==> src/rtl/sdram_rw_arbiter_if.sv <==
// ---------------------------------------------------------------------------
// sdram_rw_arbiter_if
//   Groups the FIFO-level inputs, the control levels and the SDRAM request /
//   acknowledge handshake of the SDRAM read/write arbiter.
//
//   master : the arbiter (drives requests, address and status)
//   slave  : FIFO logic + SDRAM controller side (drives levels and ACKs)
//
//   WR_FIFO_USEDW  words waiting in the write FIFO
//   RD_FIFO_USEDW  words held in the read FIFO
//   RD_ENABLE      read path permitted to fetch
//   FLUSH          clear pointers and occupancy (acted on in IDLE)
//   SDRAM_WR_ACK   high for one burst length during a write burst
//   SDRAM_RD_ACK   high for one burst length during a read burst
//   SDRAM_WR_REQ   write burst request
//   SDRAM_RD_REQ   read burst request
//   SDRAM_ADDR_IN  burst start address
//   LEVEL          words written but not yet read back
//   BUSY           arbiter not idle
//   ERR            sticky ACK-timeout flag
// ---------------------------------------------------------------------------
interface sdram_rw_arbiter_if #(
  parameter int ADDR_W  = 22,
  parameter int USEDW_W = 9
);
  logic [USEDW_W-1:0] WR_FIFO_USEDW;
  logic [USEDW_W-1:0] RD_FIFO_USEDW;
  logic               RD_ENABLE;
  logic               FLUSH;
  logic               SDRAM_WR_ACK;
  logic               SDRAM_RD_ACK;
  logic               SDRAM_WR_REQ;
  logic               SDRAM_RD_REQ;
  logic [ADDR_W-1:0]  SDRAM_ADDR_IN;
  logic [ADDR_W:0]    LEVEL;
  logic               BUSY;
  logic               ERR;

  modport master (
    input  WR_FIFO_USEDW, RD_FIFO_USEDW, RD_ENABLE, FLUSH,
           SDRAM_WR_ACK, SDRAM_RD_ACK,
    output SDRAM_WR_REQ, SDRAM_RD_REQ, SDRAM_ADDR_IN, LEVEL, BUSY, ERR
  );

  modport slave (
    output WR_FIFO_USEDW, RD_FIFO_USEDW, RD_ENABLE, FLUSH,
           SDRAM_WR_ACK, SDRAM_RD_ACK,
    input  SDRAM_WR_REQ, SDRAM_RD_REQ, SDRAM_ADDR_IN, LEVEL, BUSY, ERR
  );
endinterface

==> src/rtl/sdram_rw_arbiter.sv <==
// ---------------------------------------------------------------------------
// sdram_rw_arbiter
//   Shares the single SDRAM request port between the write path
//   (write FIFO -> SDRAM) and the read path (SDRAM -> read FIFO), one burst
//   at a time. Independent circular write/read pointers supply the burst
//   address; LEVEL tracks words written but not yet read so reads never
//   overtake writes and writes never overrun unread data. Round-robin when
//   both paths are eligible.
//
//   Ports:
//     CLK_100M  system / SDRAM controller clock
//     RST       asynchronous active-high reset
//     bus       sdram_rw_arbiter_if.master (FIFO levels, control, handshake)
//
//   Optional feature, macro ARB_TIMEOUT_EN:
//     defined   : a request waiting TIMEOUT cycles for ACK is withdrawn,
//                 ERR sets (sticky) and the arbiter returns to IDLE.
//     undefined : requests wait indefinitely, ERR is tied low.
// ---------------------------------------------------------------------------
module sdram_rw_arbiter #(
  parameter int ADDR_W     = 22,
  parameter int BURST_LEN  = 8,
  parameter int FIFO_DEPTH = 256,
  parameter int USEDW_W    = 9,
  parameter int TIMEOUT    = 1024
) (
  input logic                CLK_100M,
  input logic                RST,
  sdram_rw_arbiter_if.master bus
);

  typedef enum logic [2:0] {
    S_IDLE, S_WR_REQ, S_WR_XFER, S_RD_REQ, S_RD_XFER, S_DONE
  } state_e;

  typedef enum logic { GRANT_RD = 1'b0, GRANT_WR = 1'b1 } grant_e;

  localparam logic [USEDW_W-1:0] USEDW_BURST  = USEDW_W'(BURST_LEN);
  localparam logic [USEDW_W-1:0] USEDW_RD_MAX = USEDW_W'(FIFO_DEPTH - BURST_LEN);
  localparam logic [ADDR_W:0]    LVL_BURST    = (ADDR_W+1)'(BURST_LEN);
  // Largest LEVEL that still leaves room for one more burst.
  localparam logic [ADDR_W:0]    LVL_WR_MAX   = ((ADDR_W+1)'(1) << ADDR_W) - LVL_BURST;
  localparam logic [ADDR_W-1:0]  PTR_BURST    = ADDR_W'(BURST_LEN);

  if (((BURST_LEN & (BURST_LEN - 1)) != 0) || (BURST_LEN > 256) || (TIMEOUT < 1))
  begin : g_bad_param
    $error("sdram_rw_arbiter: BURST_LEN must be a power of two <= 256, TIMEOUT >= 1");
  end

  state_e            state_q;
  grant_e            last_grant_q;
  grant_e            cur_grant_q;
  logic [ADDR_W-1:0] wr_ptr_q;
  logic [ADDR_W-1:0] rd_ptr_q;
  logic [ADDR_W-1:0] addr_q;
  logic [ADDR_W:0]   level_q;
  logic              wr_req_q;
  logic              rd_req_q;
  logic              busy_q;

`ifdef ARB_TIMEOUT_EN
  localparam int             TO_W    = $clog2(TIMEOUT + 1);
  localparam logic [TO_W-1:0] TO_LAST = TO_W'(TIMEOUT - 1);
  logic [TO_W-1:0] to_cnt_q;
  logic            err_q;
`endif

  logic   wr_elig;
  logic   rd_elig;
  logic   grant_valid_d;
  grant_e grant_d;

  assign wr_elig = (bus.WR_FIFO_USEDW >= USEDW_BURST) && (level_q <= LVL_WR_MAX);
  assign rd_elig = bus.RD_ENABLE && (level_q >= LVL_BURST) &&
                   (bus.RD_FIFO_USEDW <= USEDW_RD_MAX);

  // NOTE: every always_comb output gets a default first so no path leaves it
  // unassigned, which would infer a latch.
  always_comb begin
    grant_valid_d = wr_elig | rd_elig;
    grant_d       = wr_elig ? GRANT_WR : GRANT_RD;
    // Contention: alternate, starting from the path not granted last.
    if (wr_elig && rd_elig) begin
      grant_d = (last_grant_q == GRANT_RD) ? GRANT_WR : GRANT_RD;
    end
  end

  // NOTE: state registers use non-blocking assignments so every register
  // samples pre-edge values regardless of statement order.
  always_ff @(posedge CLK_100M or posedge RST) begin
    if (RST) begin
      state_q      <= S_IDLE;
      last_grant_q <= GRANT_RD;
      cur_grant_q  <= GRANT_RD;
      wr_ptr_q     <= '0;
      rd_ptr_q     <= '0;
      addr_q       <= '0;
      level_q      <= '0;
      wr_req_q     <= 1'b0;
      rd_req_q     <= 1'b0;
      busy_q       <= 1'b0;
`ifdef ARB_TIMEOUT_EN
      to_cnt_q     <= '0;
      err_q        <= 1'b0;
`endif
    end else begin
      case (state_q)
        S_IDLE: begin
          if (bus.FLUSH) begin
            wr_ptr_q <= '0;
            rd_ptr_q <= '0;
            level_q  <= '0;
          end else if (grant_valid_d) begin
            busy_q      <= 1'b1;
            cur_grant_q <= grant_d;
`ifdef ARB_TIMEOUT_EN
            to_cnt_q    <= '0;
`endif
            if (grant_d == GRANT_WR) begin
              state_q  <= S_WR_REQ;
              wr_req_q <= 1'b1;
              addr_q   <= wr_ptr_q;
            end else begin
              state_q  <= S_RD_REQ;
              rd_req_q <= 1'b1;
              addr_q   <= rd_ptr_q;
            end
          end
        end

        S_WR_REQ: begin
          if (bus.SDRAM_WR_ACK) begin
            wr_req_q <= 1'b0;
            state_q  <= S_WR_XFER;
          end
`ifdef ARB_TIMEOUT_EN
          else if (to_cnt_q == TO_LAST) begin
            wr_req_q <= 1'b0;
            err_q    <= 1'b1;
            busy_q   <= 1'b0;
            state_q  <= S_IDLE;
          end else begin
            to_cnt_q <= to_cnt_q + TO_W'(1);
          end
`endif
        end

        S_WR_XFER: begin
          // Burst is complete once the ACK window closes.
          if (!bus.SDRAM_WR_ACK) begin
            wr_ptr_q <= wr_ptr_q + PTR_BURST;
            level_q  <= level_q + LVL_BURST;
            state_q  <= S_DONE;
          end
        end

        S_RD_REQ: begin
          if (bus.SDRAM_RD_ACK) begin
            rd_req_q <= 1'b0;
            state_q  <= S_RD_XFER;
          end
`ifdef ARB_TIMEOUT_EN
          else if (to_cnt_q == TO_LAST) begin
            rd_req_q <= 1'b0;
            err_q    <= 1'b1;
            busy_q   <= 1'b0;
            state_q  <= S_IDLE;
          end else begin
            to_cnt_q <= to_cnt_q + TO_W'(1);
          end
`endif
        end

        S_RD_XFER: begin
          if (!bus.SDRAM_RD_ACK) begin
            rd_ptr_q <= rd_ptr_q + PTR_BURST;
            level_q  <= level_q - LVL_BURST;
            state_q  <= S_DONE;
          end
        end

        S_DONE: begin
          last_grant_q <= cur_grant_q;
          busy_q       <= 1'b0;
          state_q      <= S_IDLE;
        end

        default: state_q <= S_IDLE;
      endcase
    end
  end

  assign bus.SDRAM_WR_REQ  = wr_req_q;
  assign bus.SDRAM_RD_REQ  = rd_req_q;
  assign bus.SDRAM_ADDR_IN = addr_q;
  assign bus.LEVEL         = level_q;
  assign bus.BUSY          = busy_q;
`ifdef ARB_TIMEOUT_EN
  assign bus.ERR           = err_q;
`else
  assign bus.ERR           = 1'b0;
`endif

endmodule
==> src/flat_wrapper.sv <==
// flat-port wrapper written by rule: the top's interface ports become plain ports
module sdram_rw_arbiter_flat 
#(
  parameter int ADDR_W     = 22,
  parameter int BURST_LEN  = 8,
  parameter int FIFO_DEPTH = 256,
  parameter int USEDW_W    = 9,
  parameter int TIMEOUT    = 1024
)
  (CLK_100M, RST, bus_WR_FIFO_USEDW, bus_RD_FIFO_USEDW, bus_RD_ENABLE, bus_FLUSH, bus_SDRAM_WR_ACK, bus_SDRAM_RD_ACK, bus_SDRAM_WR_REQ, bus_SDRAM_RD_REQ, bus_SDRAM_ADDR_IN, bus_LEVEL, bus_BUSY, bus_ERR);
  sdram_rw_arbiter_if #(.ADDR_W(ADDR_W), .USEDW_W(USEDW_W)) bus_i ();
  input logic CLK_100M;
  input logic RST;
  input wire logic [$bits(bus_i.WR_FIFO_USEDW)-1:0] bus_WR_FIFO_USEDW;
  input wire logic [$bits(bus_i.RD_FIFO_USEDW)-1:0] bus_RD_FIFO_USEDW;
  input wire logic [$bits(bus_i.RD_ENABLE)-1:0] bus_RD_ENABLE;
  input wire logic [$bits(bus_i.FLUSH)-1:0] bus_FLUSH;
  input wire logic [$bits(bus_i.SDRAM_WR_ACK)-1:0] bus_SDRAM_WR_ACK;
  input wire logic [$bits(bus_i.SDRAM_RD_ACK)-1:0] bus_SDRAM_RD_ACK;
  output wire logic [$bits(bus_i.SDRAM_WR_REQ)-1:0] bus_SDRAM_WR_REQ;
  output wire logic [$bits(bus_i.SDRAM_RD_REQ)-1:0] bus_SDRAM_RD_REQ;
  output wire logic [$bits(bus_i.SDRAM_ADDR_IN)-1:0] bus_SDRAM_ADDR_IN;
  output wire logic [$bits(bus_i.LEVEL)-1:0] bus_LEVEL;
  output wire logic [$bits(bus_i.BUSY)-1:0] bus_BUSY;
  output wire logic [$bits(bus_i.ERR)-1:0] bus_ERR;
  assign bus_i.WR_FIFO_USEDW = bus_WR_FIFO_USEDW;
  assign bus_i.RD_FIFO_USEDW = bus_RD_FIFO_USEDW;
  assign bus_i.RD_ENABLE = bus_RD_ENABLE;
  assign bus_i.FLUSH = bus_FLUSH;
  assign bus_i.SDRAM_WR_ACK = bus_SDRAM_WR_ACK;
  assign bus_i.SDRAM_RD_ACK = bus_SDRAM_RD_ACK;
  assign bus_SDRAM_WR_REQ = bus_i.SDRAM_WR_REQ;
  assign bus_SDRAM_RD_REQ = bus_i.SDRAM_RD_REQ;
  assign bus_SDRAM_ADDR_IN = bus_i.SDRAM_ADDR_IN;
  assign bus_LEVEL = bus_i.LEVEL;
  assign bus_BUSY = bus_i.BUSY;
  assign bus_ERR = bus_i.ERR;
  sdram_rw_arbiter #(.ADDR_W(ADDR_W), .BURST_LEN(BURST_LEN), .FIFO_DEPTH(FIFO_DEPTH), .USEDW_W(USEDW_W), .TIMEOUT(TIMEOUT)) u_core (.CLK_100M(CLK_100M), .RST(RST), .bus(bus_i));
endmodule
==> config.mk <==
export PLATFORM = sky130hd
export DESIGN_NAME = sdram_rw_arbiter_flat
export DESIGN_NICKNAME = d
export VERILOG_FILES = /design/src/rtl/sdram_rw_arbiter_if.sv /design/src/rtl/sdram_rw_arbiter.sv /design/src/flat_wrapper.sv
export SDC_FILE = /design/constraint.sdc
export NUM_CORES = 1
export LEC_CHECK = 0
export BUFFER_PORTS_ARGS = -buffer_cell sky130_fd_sc_hd__clkbuf_2
export CAP_MARGIN = 25
export CORE_ASPECT_RATIO = 0.8
export CORE_MARGIN = 2
export CORE_UTILIZATION = 62
export DETAILED_ROUTE_END_ITERATION = 7
export PLACE_DENSITY = 0.95
export SYNTH_ARGS = -nofsm -noshare
export SYNTH_HDL_FRONTEND = slang
export SYNTH_SLANG_ARGS = --single-unit
export TNS_END_PERCENT = 100
==> constraint.sdc <==
create_clock -name CLK_100M -period 6.6 [get_ports CLK_100M]
set_input_delay 0.66 -clock CLK_100M [delete_from_list [all_inputs] [get_ports CLK_100M]]
set_output_delay 0.66 -clock CLK_100M [all_outputs]
set_load 0.005 [all_outputs]
==> flow_summary.ini <==
[timing]
max_slew.worst_pin.slew_ns = 0.9934
finClkSkew_ns = 0.01459
slew_headroom = 0.3352
finalSetupViolCount = 0
timing.setup.tns_ns = 0
clock.fmax_ghz = 0.2997
rsz0062_at_grt = false
period_needed_ns = 3.336
worst_slack_ns = 3.264
min_period_over_period = 0.5055
hold_viol_final = 0
report.final.slew_viol_count = 0

[grt]
grt.total_usage = 0.2978
grt_max_degree = 86
antenna_found_initial = 0
grt_pass1_wl_um = 20390
first_global_vias = 4233
grt_overflow_total = 0

[placement]
place_area_um2 = 5175
dpl_worst_slack_ns = 3.349
dpl.hpwl_um = 8428
io_buffers = 62
gp_congestion = 0.9015

[flow_run]
cap_viol_max_count = 0

[cells_and_area]
final_area_um2 = 5398
final_nets = 615
fillCellCount = 535
multi_input_area_um2 = 2545
num_antenna_cells = 0
drive_above_1_share = 0.1729
seqCellArea_um2 = 2127
syn_to_final_growth_pct = 10.96

[clock_network]
htreeDepth = 3
cts_root_buf = clkbuf_8
clock_latency_ns = 0.37
post_cts_buffers = 0
cts_inserted_buffers = 9
clockBufferDepth = 2
cts-hold-fix-buffers = 0
cts.clk_slew.worst_paths_ns = 0.10
cts_tree = done
cts_sinks = 85
cts_resized = 0

[power]
total_power_mw = 1.875
p_sw_frac = 0.4464
ir_drop_uv = 169.6
clkPwrFrac = 0.201
intPower_mw = 1.038
power_frac_comb = 0.395
p_per_area_nw_per_um2 = 347.3
p_leak_nw = 2.552
power_switching_mw = 0.8368
p_seq_frac = 0.404

[yosys]
async_reset_ff_frac = 1.000
synth_commonest_cells = dfrtp_1 (85), nand2_1 (63), nor2_1 (55), o21ai_0 (34), xor2_1 (27)
synth_top_area_frac = 0.4372
yosysWarnings = 0
synth_cell_types = 62
ys_seq_area_frac = 0.4372
yosysTopAreaCell = dfrtp_1
synth_cells = 543
synth_edf_count = 0
synth_seq_cells = 85
synthTopCellsByArea = dfrtp_1 (44%), nand2_1 (4.9%), xor2_1 (4.9%)
synth_area_um2 = 4865
avgSynthCellArea_um2 = 8.959
synth.most_common_cell = dfrtp_1
synth_top_flop_cell = dfrtp_1

[drt]
drt_iter0_drc = 560
viasPerCell = 6.430
wl_per_cell_um = 17.90
drtPass1Iterations = 5
num_vias = 4469
drc_errors = 0
totalWireLength_um = 12440
ant_nets = 0

[floorplanning]
rows = 28
io_pins = 73
die_x_um = 103.0
start_util = 0.6489
core_area_um2 = 7497
die_area_um2 = 8575
die_h_um = 83.23

[setup_path]
rrSetupSlack_ns = 3.26
crit_arrival_ns = 3.55
timing.critical_path.to_type = register
cp_slowest_stage_delay_ns = 0.80
worstRegToRegCells = 8
worst-path-max-fanout = 22
r2r_end = u_core.bus.SDRAM_ADDR_IN[10]
setup.worst_path.end = u_core.bus.SDRAM_ADDR_IN[10]
startpoint = u_core.bus.LEVEL[3]
start_kind = register
r2r_start = u_core.bus.LEVEL[3]
slowest_stage = a21boi_4
worstPathRequired_ns = 6.82
crit_type = register to register
path_cells = inv_1 -> ha_1 -> nor4b_4 -> nand2_2 -> o41a_1 -> a21boi_4 -> mux2i_1 -> o21ai_1

[outcome]
status = completed

[worst_hold_path]
min_path_type = input pin to async pin
-- routing by layer --
layer	share of wire	vias up	routed length [um]	global-route usage
met5	0	-	0	0
met4	0.021	0	264	0.1100
met3	0.093	38	1151	0.06650
met2	0.47	263	5797	0.4421
met1	0.42	2149	5227	0.4265
li1	-	2019	-	-
-- metrics by stage --
step | hold slack [ns] | std cells | util
3_3_place_gp | 0.4585 | 679 | 0.6903
6_report | 0.2842 | 695 | 0.7200
5_1_grt | 0.2984 | 695 | 0.7200
2_1_floorplan | 0.4517 | 549 | -
3_5_place_dp | 0.4721 | 679 | 0.6903
4_1_cts | 0.4919 | 694 | 0.7163
-- worst max-delay path: cells and delay by family (launching register included) --
family,cells,cell delay (ns)
buffers and inverters,1,0.12
flip-flops,1,0.48
multiplexers,1,0.40
adder cells (fa/ha/maj),1,0.24
AND/OR/NAND/NOR,2,0.54
AO/OA/AOI/OAI,3,1.40
-- power by group through the flow --
stage | Combinational, mW | Sequential [mW] | Clock, mW
2_1_floorplan | 0.588 | 0.680 | 0
3_3_place_gp | 0.688 | 0.749 | 0
3_5_place_dp | 0.712 | 0.761 | 0
4_1_cts | 0.719 | 0.749 | 0.378
5_1_grt | 0.808 | 0.773 | 0.398
6_report | 0.740 | 0.758 | 0.377
-- kinds of logic after synthesis --
kind of cell / share of synthesized area
adder cells (fa/ha/maj): 0.01286
buffers and inverters: 0.04887
AND/OR/NAND/NOR: 0.2323
XOR/XNOR: 0.06121
flip-flops: 0.4372
other: 0.0007709
AO/OA/AOI/OAI: 0.1587
multiplexers: 0.04810
-- flip-flops by register name, indices dropped and copies added (netlist names) --
name                      flops
u_core.cur_grant_q            1
u_core.last_grant_q           1
u_core.bus.BUSY               1
u_core.bus.SDRAM_ADDR_IN     19
u_core.wr_ptr_q              19
u_core.bus.LEVEL             20
u_core.bus.SDRAM_RD_REQ       1
u_core.bus.SDRAM_WR_REQ       1
u_core.rd_ptr_q              19
u_core.state_q                3
-- layout make-up --
cell class                      instances  area share
Timing Repair Buffer                   67     0.06815
Multi-Input combinational cell        415      0.4715
Clock inverter                          6     0.01321
Sequential cell                        85      0.3941
Clock buffer                            9     0.02295
Tap cell                              105     0.02434
Inverter                                8    0.005795
-- worst min-delay path by stage --
stage | start | slack [ns] | end
global route | RST | 0.30 | u_core.wr_ptr_q[16]
floorplan | u_core.cur_grant_q | 0.45 | u_core.cur_grant_q
CTS | u_core.bus.SDRAM_ADDR_IN[6] | 0.49 | u_core.bus.SDRAM_ADDR_IN[6]
global placement | u_core.bus.BUSY | 0.46 | u_core.bus.BUSY
detailed placement | u_core.bus.SDRAM_ADDR_IN[6] | 0.47 | u_core.bus.SDRAM_ADDR_IN[6]
finish | RST | 0.28 | u_core.wr_ptr_q[16]
-- layout by cell type (no fill, tap or decap), types with 9 or more instances in the layout --
cell and instances:
and3_1 9, clkbuf_2 62, nor2_1 55, nand3_1 25
a21oi_1 22, o21ai_0 34, xor2_1 27, o31ai_1 9
o21ai_1 18, nand2_1 63, nor3_1 13, nand4_1 14
mux2i_1 20, clkbuf_8 9, dfrtp_1 85
No activity file was read; power rests on OpenSTA's default activity.
